<file path="config.mk">
export PLATFORM = sky130hd
export DESIGN_NAME = bcd9_digit_decoder
export DESIGN_NICKNAME = d
export VERILOG_FILES = /design/src/rtl/bcd9_digit_decoder.sv
export SDC_FILE = /design/constraint.sdc
export NUM_CORES = 1
export LEC_CHECK = 0
export ABC_AREA = 1
export BUFFER_PORTS_ARGS = -buffer_cell sky130_fd_sc_hd__buf_4
export CAP_MARGIN = 20
export CORE_MARGIN = 2
export CORE_UTILIZATION = 45
export CTS_CLUSTER_SIZE = 20
export DETAILED_ROUTE_END_ITERATION = 8
export PLACE_DENSITY_LB_ADDON = 0.05
export RECOVER_POWER = 100
export SYNTH_ARGS = -nofsm -noshare
export SYNTH_HDL_FRONTEND = slang
export SYNTH_SLANG_ARGS = --single-unit
</file>
<file path="constraint.sdc">
create_clock -name clk -period 4.6 [get_ports clk]
set_clock_uncertainty 0.2 [all_clocks]
set_input_delay 0.69 -clock clk [delete_from_list [all_inputs] [get_ports clk]]
set_output_delay 0.69 -clock clk [all_outputs]
set_load 0.02 [all_outputs]
</file>
<file path="src/rtl/bcd9_digit_decoder.sv">
// -----------------------------------------------------------------------------
// bcd9_digit_decoder
//
// Accepts a word of NDIG nine's-complement BCD digits, most-significant digit
// first, one digit per in_valid/in_ready handshake. Each digit is restored
// (r = 9 - d) and folded into a binary accumulator (acc = acc*10 + r). When the
// last digit of a word is taken, the binary value and a sticky "non-BCD digit
// seen" flag are registered and offered on a valid/ready output. The block
// does not take new digits while a result is being held.
//
// Ports
//   clk        : rising-edge clock
//   rst_n      : asynchronous active-low reset
//   clr        : synchronous abort; discards the partial or pending word
//   in_valid   : in_digit is presented
//   in_digit   : 4-bit nine's-complement BCD digit, MSD first
//   in_ready   : block can accept a digit (high while accumulating)
//   out_valid  : out_value / out_err hold a completed word
//   out_ready  : consumer takes the result
//   out_value  : decoded binary value (OUTW bits, truncated)
//   out_err    : at least one digit of the word was greater than 9
// -----------------------------------------------------------------------------
module bcd9_digit_decoder #(
  parameter int NDIG = 4,
  parameter int OUTW = 14
) (
  input  logic            clk,
  input  logic            rst_n,
  input  logic            clr,
  input  logic            in_valid,
  input  logic [3:0]      in_digit,
  output logic            in_ready,
  output logic            out_valid,
  input  logic            out_ready,
  output logic [OUTW-1:0] out_value,
  output logic            out_err
);

  // A one-digit word still needs a 1-bit counter to keep the vectors legal.
  localparam int CNTW = (NDIG > 1) ? $clog2(NDIG) : 1;
  localparam logic [CNTW-1:0] CNT_LAST = CNTW'(NDIG - 1);

  typedef enum logic [0:0] {
    ACCUM = 1'b0,
    HOLD  = 1'b1
  } state_t;

  // Undo the nine's complement; non-BCD codes contribute nothing.
  function automatic logic [3:0] restore_digit(input logic [3:0] d);
    logic [3:0] r;
    if (d <= 4'd9) begin
      r = 4'd9 - d;
    end else begin
      r = 4'd0;
    end
    return r;
  endfunction

  function automatic logic digit_is_bad(input logic [3:0] d);
    return (d > 4'd9);
  endfunction

  state_t            state_q, state_d;
  logic [CNTW-1:0]   cnt_q, cnt_d;
  logic [OUTW-1:0]   acc_q, acc_d;
  logic              err_q, err_d;
  logic [OUTW-1:0]   out_value_q, out_value_d;
  logic              out_err_q, out_err_d;

  logic [3:0]        digit_r_s;
  logic              digit_bad_s;
  logic [OUTW-1:0]   mac_s;

  // Restored digit and the multiply-accumulate candidate for this cycle.
  always_comb begin
    digit_r_s   = restore_digit(in_digit);
    digit_bad_s = digit_is_bad(in_digit);
    // acc*10 as (acc<<3)+(acc<<1); everything wraps at OUTW bits.
    mac_s = (acc_q << 3) + (acc_q << 1) + OUTW'(digit_r_s);
  end

  // Next-state logic: clr overrides both digit accept and result consume.
  always_comb begin
    state_d     = state_q;
    cnt_d       = cnt_q;
    acc_d       = acc_q;
    err_d       = err_q;
    out_value_d = out_value_q;
    out_err_d   = out_err_q;

    if (clr) begin
      state_d = ACCUM;
      cnt_d   = '0;
      acc_d   = '0;
      err_d   = 1'b0;
    end else begin
      case (state_q)
        ACCUM: begin
          if (in_valid) begin
            acc_d = mac_s;
            err_d = err_q | digit_bad_s;
            if (cnt_q == CNT_LAST) begin
              out_value_d = mac_s;
              out_err_d   = err_q | digit_bad_s;
              state_d     = HOLD;
            end else begin
              cnt_d = cnt_q + CNTW'(1);
            end
          end else begin
            state_d = ACCUM;
          end
        end
        HOLD: begin
          if (out_ready) begin
            state_d = ACCUM;
            cnt_d   = '0;
            acc_d   = '0;
            err_d   = 1'b0;
          end else begin
            state_d = HOLD;
          end
        end
        default: begin
          state_d = ACCUM;
          cnt_d   = '0;
          acc_d   = '0;
          err_d   = 1'b0;
        end
      endcase
    end
  end

  // State and result registers.
  always_ff @(posedge clk or negedge rst_n) begin
    if (!rst_n) begin
      state_q     <= ACCUM;
      cnt_q       <= '0;
      acc_q       <= '0;
      err_q       <= 1'b0;
      out_value_q <= '0;
      out_err_q   <= 1'b0;
    end else begin
      state_q     <= state_d;
      cnt_q       <= cnt_d;
      acc_q       <= acc_d;
      err_q       <= err_d;
      out_value_q <= out_value_d;
      out_err_q   <= out_err_d;
    end
  end

  // Handshake flags come straight from the state flop, so out_ready never
  // reaches in_ready combinationally.
  assign in_ready  = (state_q == ACCUM);
  assign out_valid = (state_q == HOLD);
  assign out_value = out_value_q;
  assign out_err   = out_err_q;

endmodule

</file>
==> qor.log <==
qor: status.run_status complete, but fails checks
qor: status.violations capacitance limit, slew limit
qor: place.port-buffer-count 25
qor: logic_synthesis.synthesis.instances 285
qor: clocking.cts_tree built
qor: worst_setup_path.crit_buf_inv 3
qor: worst_setup_path.reg2reg_from acc_q[2]
qor: sta.count_of_final_setup_violators 0
qor: global_routing.globalRouteOverflowTotal 0
qor: logic_synthesis.syn-num-nets 320
qor: clocking.ctsHoldBuffers 0
qor: run.max_cap_violations 1
qor: global_routing.antenna_found_initial 0
qor: worst_setup_path.crit_path_cell_trace clkbuf_1 -> inv_1 -> ha_1 -> xor2_1 -> nand2_1 -> fa_1 -> inv_1 -> ha_1 -> nand3_1 -> nand3_1 -> nand2_1 -> nand2_1 -> nand2_1 -> nand2_1 -> o21ai_0
qor: layout.synth_to_final_area_change 9.14%
qor: layout.n_antenna_cell 0
qor: worst_setup_path.slowest_stage sky130_fd_sc_hd__fa_1
qor: worst_setup_path.cp_common_cell sky130_fd_sc_hd__nand2_1
qor: logic_synthesis.postSynthAreaPerCell 7.64 µm²
qor: clocking.clock-root-buffer sky130_fd_sc_hd__clkbuf_8
qor: logic_synthesis.synth-warning-count 0
qor: route.first_pass_iters 4
qor: floorplanning.floorplan.die.width 73.6 µm
qor: clocking.cts.htree.levels 2
qor: route.route.detailed.vias_per_inst 4.96
qor: layout.finish.cell_count_without_fillers 369
qor: worst_setup_path.timing.setup.critical_path_class primary input to flip-flop
qor: sta.fin_tns_setup 0 ns
qor: global_routing.grt_start_max_net_pins 33
qor: min_path.worst_case_hold_path_end_point out_value[12]
qor: clocking.cts.repair.resized 0
qor: logic_synthesis.yosys.cell_types.count 24
qor: sta.rsz0062_at_grt no
qor: route.detailroute.via_count 1830
qor: global_routing.grt_usage 0.194
qor: clocking.cts.clk_slew.worst_paths 0.06 ns
qor: clocking.clkLatencyLatePin 0.28 ns
qor: logic_synthesis.ys_seq_elements 32
qor: worst_setup_path.worst-r2r-cell-count 11
qor: sta.clock.fmax 338 MHz
qor: route.ant_nets 0
qor: floorplanning.die_y 73.6 µm
qor: sta.number_of_slew_limit_violations_in_the_final_report 33
qor: worst_setup_path.max_stage_delay 0.53 ns
qor: sta.report.final.hold_viol_count 0
qor: worst_setup_path.start_kind primary input
qor: route.routed_wire_length 4.62 mm
qor: floorplanning.die-area 5410 µm²
qor: logic_synthesis.seq_total_area_yosys 0.368
qor: global_routing.via_count_of_the_first_global_routing_pass 1788
qor: floorplanning.floorplan.io_pins 26
qor: place.place.gp.congestion 0.805
qor: layout.post_route_cells_drive_above_1_share 0.0444
qor: global_routing.grt_pass1_wl 7.92 mm
qor: worst_setup_path.critical_path_peak_fanout 4
qor: power.static-leakage-power 1.37 nW
qor: clocking.maximum_clock_insertion_buffer_count 2
qor: floorplanning.initial_core_util 0.464
qor: worst_setup_path.cp_data_arrival_time 2.95 ns
qor: clocking.cts_post_setup_buffers_inserted 0
qor: floorplanning.rows 25
qor: worst_setup_path.setup.worst_path.end_class flip-flop
qor: floorplanning.fp.coreArea 4690 µm²
qor: place.dp_hpwl 3.66 mm
qor: worst_setup_path.rrSetupSlack 2.20 ns
qor: min_path.hold_path.startpoint out_value[12]
qor: route.drc 0
qor: layout.net_count_reported_at_finish 349
qor: sta.slew-limit-headroom -0.129
qor: route.wire_per_inst 12.5 µm
qor: layout.finish.utilization 0.506
qor: place.postPlaceCellArea 2400 µm²
qor: clocking.cts_num_sinks 32
qor: sta.layout_min_cycle_time 2.96 ns
qor: logic_synthesis.syn-cell-area 2180 µm²
qor: place.placed_cells_incl_taps 361
qor: worst_setup_path.worst-endpoint-required 4.59 ns
qor: layout.post-route-cell-area 2380 µm²
qor: worst_setup_path.timing.critical_path.max_delay_family adder cells
qor: sta.post-route-period-util 0.643
qor: min_path.hp-class flip-flop to flip-flop
qor: worst_setup_path.r2r-end acc_q[10]
qor: min_path.min_path_cells 2
qor: power.p_per_area 383 nW/µm²
qor: route.drt_iter0_drc 93
qor: sta.worst-slew-pin-transition 1.69 ns
qor: clocking.cts_buffers 5
qor: power.peak_vdd_ir 0.250 mV
-- Yosys cell counts --
cell / instances / area (µm²)
sky130_fd_sc_hd__o21ai_0: 10 / 50.1
sky130_fd_sc_hd__o21ai_2: 4 / 35.0
sky130_fd_sc_hd__or3_4: 1 / 11.3
sky130_fd_sc_hd__nand4_1: 3 / 18.8
sky130_fd_sc_hd__inv_1: 45 / 169
sky130_fd_sc_hd__fa_1: 2 / 40.0
sky130_fd_sc_hd__nand2_2: 1 / 6.26
sky130_fd_sc_hd__nand2_1: 99 / 372
sky130_fd_sc_hd__nor2_1: 12 / 45.0
sky130_fd_sc_hd__o21ai_1: 8 / 40.0
sky130_fd_sc_hd__buf_6: 3 / 33.8
sky130_fd_sc_hd__inv_2: 1 / 3.75
sky130_fd_sc_hd__xor2_1: 1 / 8.76
sky130_fd_sc_hd__nor2_2: 1 / 6.26
sky130_fd_sc_hd__a21oi_1: 5 / 25.0
sky130_fd_sc_hd__nand3_1: 21 / 105
sky130_fd_sc_hd__dfrtp_1: 32 / 801
sky130_fd_sc_hd__o22ai_1: 1 / 6.26
sky130_fd_sc_hd__nand3b_1: 4 / 30.0
sky130_fd_sc_hd__ha_1: 24 / 300
sky130_fd_sc_hd__xnor2_1: 3 / 26.3
sky130_fd_sc_hd__nand3_2: 1 / 10.0
sky130_fd_sc_hd__nand2_4: 1 / 11.3
sky130_fd_sc_hd__nor2_4: 2 / 22.5
-- per-stage QoR --
stage          power (mW)  worst slack [ns]  hold WS (ns)
2_1_floorplan       0.616              1.67         0.194
3_3_place_gp        0.757              1.46         0.269
3_5_place_dp        0.760              1.41         0.268
4_1_cts             0.982              1.70         0.144
5_1_grt             0.984              1.32         0.321
6_report            0.909              1.64         0.277
-- worst reg2reg max path: stages, from the launching register on --
cell and delay (ns):
sky130_fd_sc_hd__dfrtp_1 0.38, sky130_fd_sc_hd__inv_1 0.11, sky130_fd_sc_hd__fa_1 0.47, sky130_fd_sc_hd__fa_1 0.48, sky130_fd_sc_hd__inv_1 0.09, sky130_fd_sc_hd__nand3_1 0.07, sky130_fd_sc_hd__nand3_1 0.14, sky130_fd_sc_hd__nand2_1 0.09
sky130_fd_sc_hd__nand2_1 0.08, sky130_fd_sc_hd__nand2_1 0.06, sky130_fd_sc_hd__nand3_1 0.06, sky130_fd_sc_hd__o21ai_0 0.07
-- placed cells by master (no fill, tap or decap) --
| cell | synthesis | routed |
|---|---|---|
| sky130_fd_sc_hd__ha_1 | 24 | 24 |
| sky130_fd_sc_hd__buf_4 | 0 | 5 |
| sky130_fd_sc_hd__fa_1 | 2 | 2 |
| sky130_fd_sc_hd__o21ai_1 | 8 | 2 |
| sky130_fd_sc_hd__o22ai_1 | 1 | 1 |
| sky130_fd_sc_hd__xor2_1 | 1 | 1 |
| sky130_fd_sc_hd__o21ai_2 | 4 | 1 |
| sky130_fd_sc_hd__nand2_1 | 99 | 101 |
| sky130_fd_sc_hd__nand4_1 | 3 | 3 |
| sky130_fd_sc_hd__nor2_1 | 12 | 14 |
| sky130_fd_sc_hd__or3_1 | 0 | 1 |
| sky130_fd_sc_hd__clkbuf_8 | 0 | 6 |
| sky130_fd_sc_hd__inv_1 | 45 | 46 |
| sky130_fd_sc_hd__o21ai_0 | 10 | 19 |
| sky130_fd_sc_hd__nor2_4 | 2 | 1 |
| sky130_fd_sc_hd__clkbuf_4 | 0 | 1 |
| sky130_fd_sc_hd__xnor2_1 | 3 | 3 |
| sky130_fd_sc_hd__nand3b_1 | 4 | 4 |
| sky130_fd_sc_hd__a21oi_1 | 5 | 5 |
| sky130_fd_sc_hd__clkbuf_1 | 0 | 21 |
| sky130_fd_sc_hd__nand3_1 | 21 | 22 |
| sky130_fd_sc_hd__dfrtp_1 | 32 | 32 |
-- layer usage --
metal / vias up / global-route usage / share of wire
met2: 26 / 0.340 / 0.50
met3: 6 / 0.0453 / 0.034
met4: 0 / 0.0566 / 0.0089
met5: - / 0 / 0
li1: 964 / - / -
met1: 834 / 0.237 / 0.46
-- sequential cells by signal (all words and copies together) (netlist names) --
name       flops
acc_q         13
cnt_q          2
err_q          1
out_err        1
out_valid      1
out_value     14
-- cells by family (layout without fill, tap and decap cells) --
group                    Yosys count  count (layout)  synth area share
flip-flops                        32              32             0.368
AND/OR/NAND/NOR                  146             146             0.293
adder cells (fa/ha/maj)           26              26             0.156
XOR/XNOR                           4               4            0.0161
buffers and inverters             49              79            0.0948
AO/OA/AOI/OAI                     28              28            0.0718
-- power by group --
group          internal [mW]  switching (mW)  total (mW)  leakage [nW]
logic                 0.0969           0.204       0.301         0.898
clock network          0.122          0.0988       0.221        0.0455
registers              0.349          0.0378       0.387         0.430
-- final cells by class --
class                   instances  area (µm²)
inverters                      46         173
well taps                      54        67.6
clock buffers                   8        90.1
multi-input cells             204        1130
fillers                       501        2320
flip-flops and latches         32         801
repair buffers                 25         116
-- how the worst max path moves through the flow --
stage | end | from | slack (ns) | depth (start not counted)
after CTS | acc_q[10] | in_digit[1] | 1.70 | 19
after detailed placement | acc_q[10] | in_digit[1] | 1.41 | 19
after global routing | acc_q[7] | in_digit[1] | 1.32 | 15
after floorplan | acc_q[10] | in_digit[1] | 1.67 | 14
after global placement | out_value[10] | in_digit[1] | 1.46 | 15
final | out_value[7] | in_digit[1] | 1.64 | 15
Power figures use the tool's default switching activity.
